[config.mk]
export PLATFORM = sky130hd
export DESIGN_NAME = ingredient_pool
export DESIGN_NICKNAME = d
export VERILOG_FILES = /design/src/rtl/ingredient_pool.sv
export SDC_FILE = /design/constraint.sdc
export NUM_CORES = 1
export LEC_CHECK = 0
export ABC_CLOCK_PERIOD_IN_PS = 2880
export BUFFER_PORTS_ARGS = -buffer_cell sky130_fd_sc_hd__clkbuf_2
export CORE_UTILIZATION = 48
export CTS_CLUSTER_DIAMETER = 120
export CTS_CLUSTER_SIZE = 25
export DETAILED_ROUTE_END_ITERATION = 7
export HOLD_SLACK_MARGIN = 0.12
export PLACE_DENSITY = 0.76
export SYNTH_ARGS = -nofsm -noshare
export SYNTH_HDL_FRONTEND = slang
export SYNTH_SLANG_ARGS = --single-unit
[constraint.sdc]
create_clock -name frame_clk -period 2.88 [get_ports frame_clk]
set_input_delay 0.288 -clock frame_clk [delete_from_list [all_inputs] [get_ports frame_clk]]
set_output_delay 0.288 -clock frame_clk [all_outputs]
set_load 0.01 [all_outputs]
[src/rtl/ingredient_pool.sv]
// Tracks a pool of identical ingredient sprites: spawn at crates, carry, drop on counters,
// trash, chop on the cutting board and load into the pot. Everything advances once per frame.
module ingredient_pool #(
    parameter int unsigned NUM_ITEMS    = 4,
    parameter int unsigned COORD_W      = 10,
    parameter int unsigned CHOP_PRESSES = 5,
    parameter int unsigned DEBOUNCE     = 3,
    parameter int unsigned HAND_OFFSET  = 20,
    parameter int unsigned IDX_W        = $clog2(NUM_ITEMS + 1)
) (
    input  logic               frame_clk,
    input  logic               Reset,
    input  logic [7:0]         keycode,
    input  logic               wallFlag,
    input  logic [3:0]         tileType,
    input  logic [COORD_W-1:0] nearestCounterX,
    input  logic [COORD_W-1:0] nearestCounterY,
    input  logic [COORD_W-1:0] penguinX,
    input  logic [COORD_W-1:0] penguinY,
    input  logic [IDX_W-1:0]   nearestItem,
    input  logic               potAccept,
    output logic [IDX_W-1:0]   heldIndex,
    output logic [COORD_W-1:0] itemX     [NUM_ITEMS],
    output logic [COORD_W-1:0] itemY     [NUM_ITEMS],
    output logic [1:0]         itemState [NUM_ITEMS],
    output logic [3:0]         chopCount,
    output logic               potLoad,
    output logic               poolFull
);

    localparam logic [7:0] KeyE      = 8'h08;
    localparam logic [7:0] KeyQ      = 8'h14;
    localparam logic [1:0] StAbsent  = 2'd0;
    localparam logic [1:0] StRaw     = 2'd1;
    localparam logic [1:0] StChopped = 2'd2;

    logic [COORD_W-1:0] item_x_q  [NUM_ITEMS];
    logic [COORD_W-1:0] item_x_d  [NUM_ITEMS];
    logic [COORD_W-1:0] item_y_q  [NUM_ITEMS];
    logic [COORD_W-1:0] item_y_d  [NUM_ITEMS];
    logic [1:0]         item_st_q [NUM_ITEMS];
    logic [1:0]         item_st_d [NUM_ITEMS];
    logic [IDX_W-1:0]   held_q, held_d;
    logic [IDX_W-1:0]   chop_tgt_q, chop_tgt_d;
    logic [3:0]         chop_cnt_q, chop_cnt_d;
    logic [3:0]         deb_q, deb_d;
    logic               pot_load_q, pot_load_d;
    logic               pool_full_q, pool_full_d;

    logic               key_act, accept, act_e, act_q;
    logic               near_live, near_raw, held_chopped;
    logic [IDX_W-1:0]   free_idx;
    logic [3:0]         cnt_next;
    logic [COORD_W-1:0] hand_x, hand_y;

    assign key_act = (keycode == KeyE) || (keycode == KeyQ);
    assign accept  = key_act && (deb_q >= 4'(DEBOUNCE));
    assign act_e   = accept && (keycode == KeyE) && wallFlag;
    assign act_q   = accept && (keycode == KeyQ);
    assign hand_x  = penguinX + COORD_W'(HAND_OFFSET);
    assign hand_y  = penguinY + COORD_W'(HAND_OFFSET);

    // Per-slot status used by the action decode; free_idx is the lowest absent slot + 1.
    always_comb begin
        near_live    = 1'b0;
        near_raw     = 1'b0;
        held_chopped = 1'b0;
        free_idx     = '0;
        for (int i = 0; i < NUM_ITEMS; i++) begin
            if (item_st_q[i] == StAbsent && free_idx == '0) free_idx = IDX_W'(i + 1);
            if (nearestItem == IDX_W'(i + 1)) begin
                near_live = (item_st_q[i] != StAbsent);
                near_raw  = (item_st_q[i] == StRaw);
            end
            if (held_q == IDX_W'(i + 1) && item_st_q[i] == StChopped) held_chopped = 1'b1;
        end
    end

    always_comb begin
        item_x_d    = item_x_q;
        item_y_d    = item_y_q;
        item_st_d   = item_st_q;
        held_d      = held_q;
        chop_tgt_d  = chop_tgt_q;
        chop_cnt_d  = chop_cnt_q;
        pot_load_d  = 1'b0;
        pool_full_d = 1'b0;
        cnt_next    = '0;

        // A held key that is not accepted leaves the counter alone: one press, one action.
        if (!key_act) deb_d = (deb_q < 4'(DEBOUNCE)) ? deb_q + 4'd1 : deb_q;
        else if (accept) deb_d = '0;
        else deb_d = deb_q;

        if (act_e) begin
            if (held_q != '0) begin
                case (tileType)
                    4'd6: begin
                        for (int i = 0; i < NUM_ITEMS; i++)
                            if (held_q == IDX_W'(i + 1)) item_st_d[i] = StAbsent;
                        held_d = '0;
                    end
                    4'd3: begin
                        if (potAccept && held_chopped) begin
                            for (int i = 0; i < NUM_ITEMS; i++)
                                if (held_q == IDX_W'(i + 1)) item_st_d[i] = StAbsent;
                            held_d     = '0;
                            pot_load_d = 1'b1;
                        end
                    end
                    4'd0, 4'd1: begin
                        if (nearestItem == '0) begin
                            for (int i = 0; i < NUM_ITEMS; i++) begin
                                if (held_q == IDX_W'(i + 1)) begin
                                    item_x_d[i] = nearestCounterX;
                                    item_y_d[i] = nearestCounterY;
                                end
                            end
                            held_d = '0;
                        end
                    end
                    default: ;
                endcase
            end else if (near_live) begin
                held_d = nearestItem;
            end else if (tileType == 4'd2) begin
                if (free_idx != '0) begin
                    for (int i = 0; i < NUM_ITEMS; i++)
                        if (free_idx == IDX_W'(i + 1)) item_st_d[i] = StRaw;
                    held_d = free_idx;
                end else begin
                    pool_full_d = 1'b1;
                end
            end
        end

        if (act_q && tileType == 4'd0 && held_q == '0 && near_raw) begin
            cnt_next   = (nearestItem != chop_tgt_q) ? 4'd1 : chop_cnt_q + 4'd1;
            chop_tgt_d = nearestItem;
            if (cnt_next == 4'(CHOP_PRESSES)) begin
                chop_cnt_d = '0;
                for (int i = 0; i < NUM_ITEMS; i++)
                    if (nearestItem == IDX_W'(i + 1)) item_st_d[i] = StChopped;
            end else begin
                chop_cnt_d = cnt_next;
            end
        end

        // The carried item tracks the hand; a drop clears held_d so it keeps its counter spot.
        for (int i = 0; i < NUM_ITEMS; i++) begin
            if (held_d == IDX_W'(i + 1)) begin
                item_x_d[i] = hand_x;
                item_y_d[i] = hand_y;
            end
        end
    end

    always_ff @(posedge frame_clk) begin
        if (Reset) begin
            for (int i = 0; i < NUM_ITEMS; i++) begin
                item_x_q[i]  <= '0;
                item_y_q[i]  <= '0;
                item_st_q[i] <= StAbsent;
            end
            held_q      <= '0;
            chop_tgt_q  <= '0;
            chop_cnt_q  <= '0;
            deb_q       <= '0;
            pot_load_q  <= 1'b0;
            pool_full_q <= 1'b0;
        end else begin
            item_x_q    <= item_x_d;
            item_y_q    <= item_y_d;
            item_st_q   <= item_st_d;
            held_q      <= held_d;
            chop_tgt_q  <= chop_tgt_d;
            chop_cnt_q  <= chop_cnt_d;
            deb_q       <= deb_d;
            pot_load_q  <= pot_load_d;
            pool_full_q <= pool_full_d;
        end
    end

    assign itemX     = item_x_q;
    assign itemY     = item_y_q;
    assign itemState = item_st_q;
    assign heldIndex = held_q;
    assign chopCount = chop_cnt_q;
    assign potLoad   = pot_load_q;
    assign poolFull  = pool_full_q;

endmodule

==> metrics.cfg <==
[status]
status=completed

[critical_path]
path_cells=ha_1 > or3_1 > ha_1 > nor4b_4 > and4_4 > nand2_2 > a311o_1 > buf_4 > a221oi_4 > buf_6 > buf_12 > buf_12 > nand2_1 > o31ai_1
path_class=flip-flop to flip-flop
arrival_ns=2.98
crit_buf_inv=4
ff2ff_path_depth=14
slowest_delay_ns=0.38
critPathRequiredTime_ns=3.15
crit_path_end_kind=flip-flop
slowest_stage=a311o_1
crit_cells=14
path_max_fanout=14
start_kind=flip-flop
cp_top_family=compound AO/OA/AOI/OAI gates

[placed_design]
gp_congestion=0.863
hpwl_mm=11.7
io_buffers=155
dpl_cell_area_um2=6720

[detailed_routing]
wl_per_cell_um=17.8
drc=0
firstDrtPassIters=5
vias_per_cell=5.85
ant_nets=0
drt_iter0_drc=454
via_count=5444
route.final.wire_length_mm=16.6

[cts]
h-tree-depth=3
clkSinkCount=104
clk_transition_reported_paths_ns=0.07
clock_latency_ns=0.36
clockBufferDepth=2
cts_tree=done
hold_buffers=0
cts_buffers=9
clk_root_buffer_cell=clkbuf_16

[global_route]
grt_pass1_vias=4937
grt_max_degree=50
grt_overflow=0
grt_antenna_before_repair=0
grtUsageTotal=0.263
grt_pass1_wl_mm=24.5

[die]
initial_core_util=0.491
rows=39
core_um2=11400
ios=156
die_h_um=110
fp.dieW_um=110
die_area_um2=12100

[yosys]
synth_fp_nets=689
synth-seq-area-share=0.371
synth_area_leaders=dfxtp_1 (37%), mux2i_1 (13%), o31ai_1 (6.8%), nand2_1 (4.6%), nor2_1 (3.4%)
synth_largest_area_cell=dfxtp_1
async_flop_share=0
ys_warn_count=0
synth_top_cell_area_share=0.371
synth_edf_count=0
netlist_area_um2=5610
syn_inst=625
synth_seq_cells=104
yosysUniqueCellTypes=68
synth_area_per_cell_um2=8.98
synth_ff_type=dfxtp_1

[sta]
finalSetupViolCount=0
final.setup_skew_ns=0.0110
max_slew_margin=0.655
tightestPinTransition_ns=0.516
hold_viol=0
fin_crit_ns=2.71
post-route-period-util=0.942
drv_slew=0
max_freq_mhz=368
finalSetupTns_ns=0
rsz0062_at_grt=no

[power]
p_leak_uw=0.00288
ir_drop_v=0.000276
total_power_uw=3060
p_per_area_nw_per_um2=426

[hold_path]
hold_path_class=input pin to flip-flop
min_path_cells=3

[final_layout]
nets=848
area_growth_pct=28.1
design_area_um2=7190
antenna_cells=0
drive_above_1_share=0.317

[job]
maxCapViolCount=0

## path summary, 6_finish.rpt
check	startpoint	endpoint	slack (ns)
hold / removal	penguinY[1]	itemY[31]	0.18
setup reg to reg	deb_q[1]	itemY[12]	0.17
hold reg to reg	deb_q[1]	deb_q[1]	0.52
setup / recovery	deb_q[1]	itemY[12]	0.17
## cell usage after synthesis (5+ instances only)
| library cell | number |
|---|---|
| o31ai_1 | 51 |
| nand2b_1 | 5 |
| inv_1 | 7 |
| nor3b_1 | 7 |
| a21o_1 | 15 |
| nor3_1 | 19 |
| xor2_1 | 12 |
| mux2_2 | 6 |
| clkbuf_1 | 21 |
| buf_2 | 20 |
| ha_1 | 5 |
| xnor2_1 | 8 |
| a21oi_1 | 22 |
| mux2i_1 | 73 |
| or3_1 | 5 |
| a211oi_1 | 7 |
| mux2_4 | 7 |
| nand2_1 | 69 |
| dfxtp_1 | 104 |
| nor2b_1 | 13 |
| nor2_1 | 51 |
| nand3_1 | 23 |
| o21ai_0 | 11 |
## sequential cells by signal (all words and copies together), names as in the netlist
register,flops
heldIndex,3
itemY,40
itemX,40
itemState,8
poolFull,1
deb_q,4
chopCount,4
chop_tgt_q,3
potLoad,1
## cells by family after synthesis
| family | count (synthesis) | synth area share |
|---|---|---|
| compound gates | 134 | 0.177 |
| xor+xnor | 20 | 0.0312 |
| buf+inv | 52 | 0.0439 |
| fa+ha+maj | 5 | 0.0112 |
| flops | 104 | 0.371 |
| mux | 86 | 0.161 |
| simple gates | 224 | 0.204 |
## tightest hold or removal path, delay by kind of cell
kind / cells / cell delay, ns
buffers and inverters: 1 / 0.08
AND/OR/NAND/NOR: 1 / 0.07
multiplexers: 1 / 0.06
## metrics by stage
step	setup WS, ns	instances	hold WS, ns	util
floorplan	0.00761	625	0.381	-
global placement	0.0226	907	0.487	0.588
detailed placement	-0.0564	907	0.500	0.588
CTS	0.00717	922	0.181	0.615
global route	0.0106	931	0.194	0.630
finish	0.166	931	0.180	0.630
## report_power, final
part	leakage (µW)	total, µW	internal, µW	switching [µW]
sequential	0.000838	1470	1460	12.7
combinational	0.00189	276	110	166
clock	0.000150	1320	763	553
total	0.00288	3060	2330	732
## layout by cell type, fill, tap and decap left out, drive strengths merged, types with 3 or more instances in the layout
master,count
buf,36
a21oi,22
or3,5
and3,3
clkbuf,168
mux2,13
nor3b,8
nand2,69
xnor2,8
ha,5
nor2,51
nor3,20
inv,8
xor2,12
a211oi,9
or4,4
dfxtp,104
nand3,23
mux2i,73
a21o,15
nand2b,5
o21ai,14
nor4b,4
nand4,3
nand3b,3
nor2b,13
o31ai,51
## layer usage
metal | track usage | routed length, µm
met5 | 0 | 0
met4 | 0.104 | 227
met3 | 0.0482 | 1150
met2 | 0.434 | 7930
met1 | 0.340 | 7260
## layout make-up
cell class / instances / area (µm²)
clock inverter: 4 / 77.6
inverter: 7 / 26.3
sequential: 104 / 2080
tap: 143 / 179
multi-input combinational: 469 / 3330
fill: 952 / 4230
clock buffer: 11 / 233
timing repair buffer: 193 / 1260
## what timing repair did
item / in CTS / in global routing
resized for setup: 0 / 8
setup buffers: 0 / 6
endpoints found under the setup margin: 0 / 45
Power figures use the tool's default switching activity.
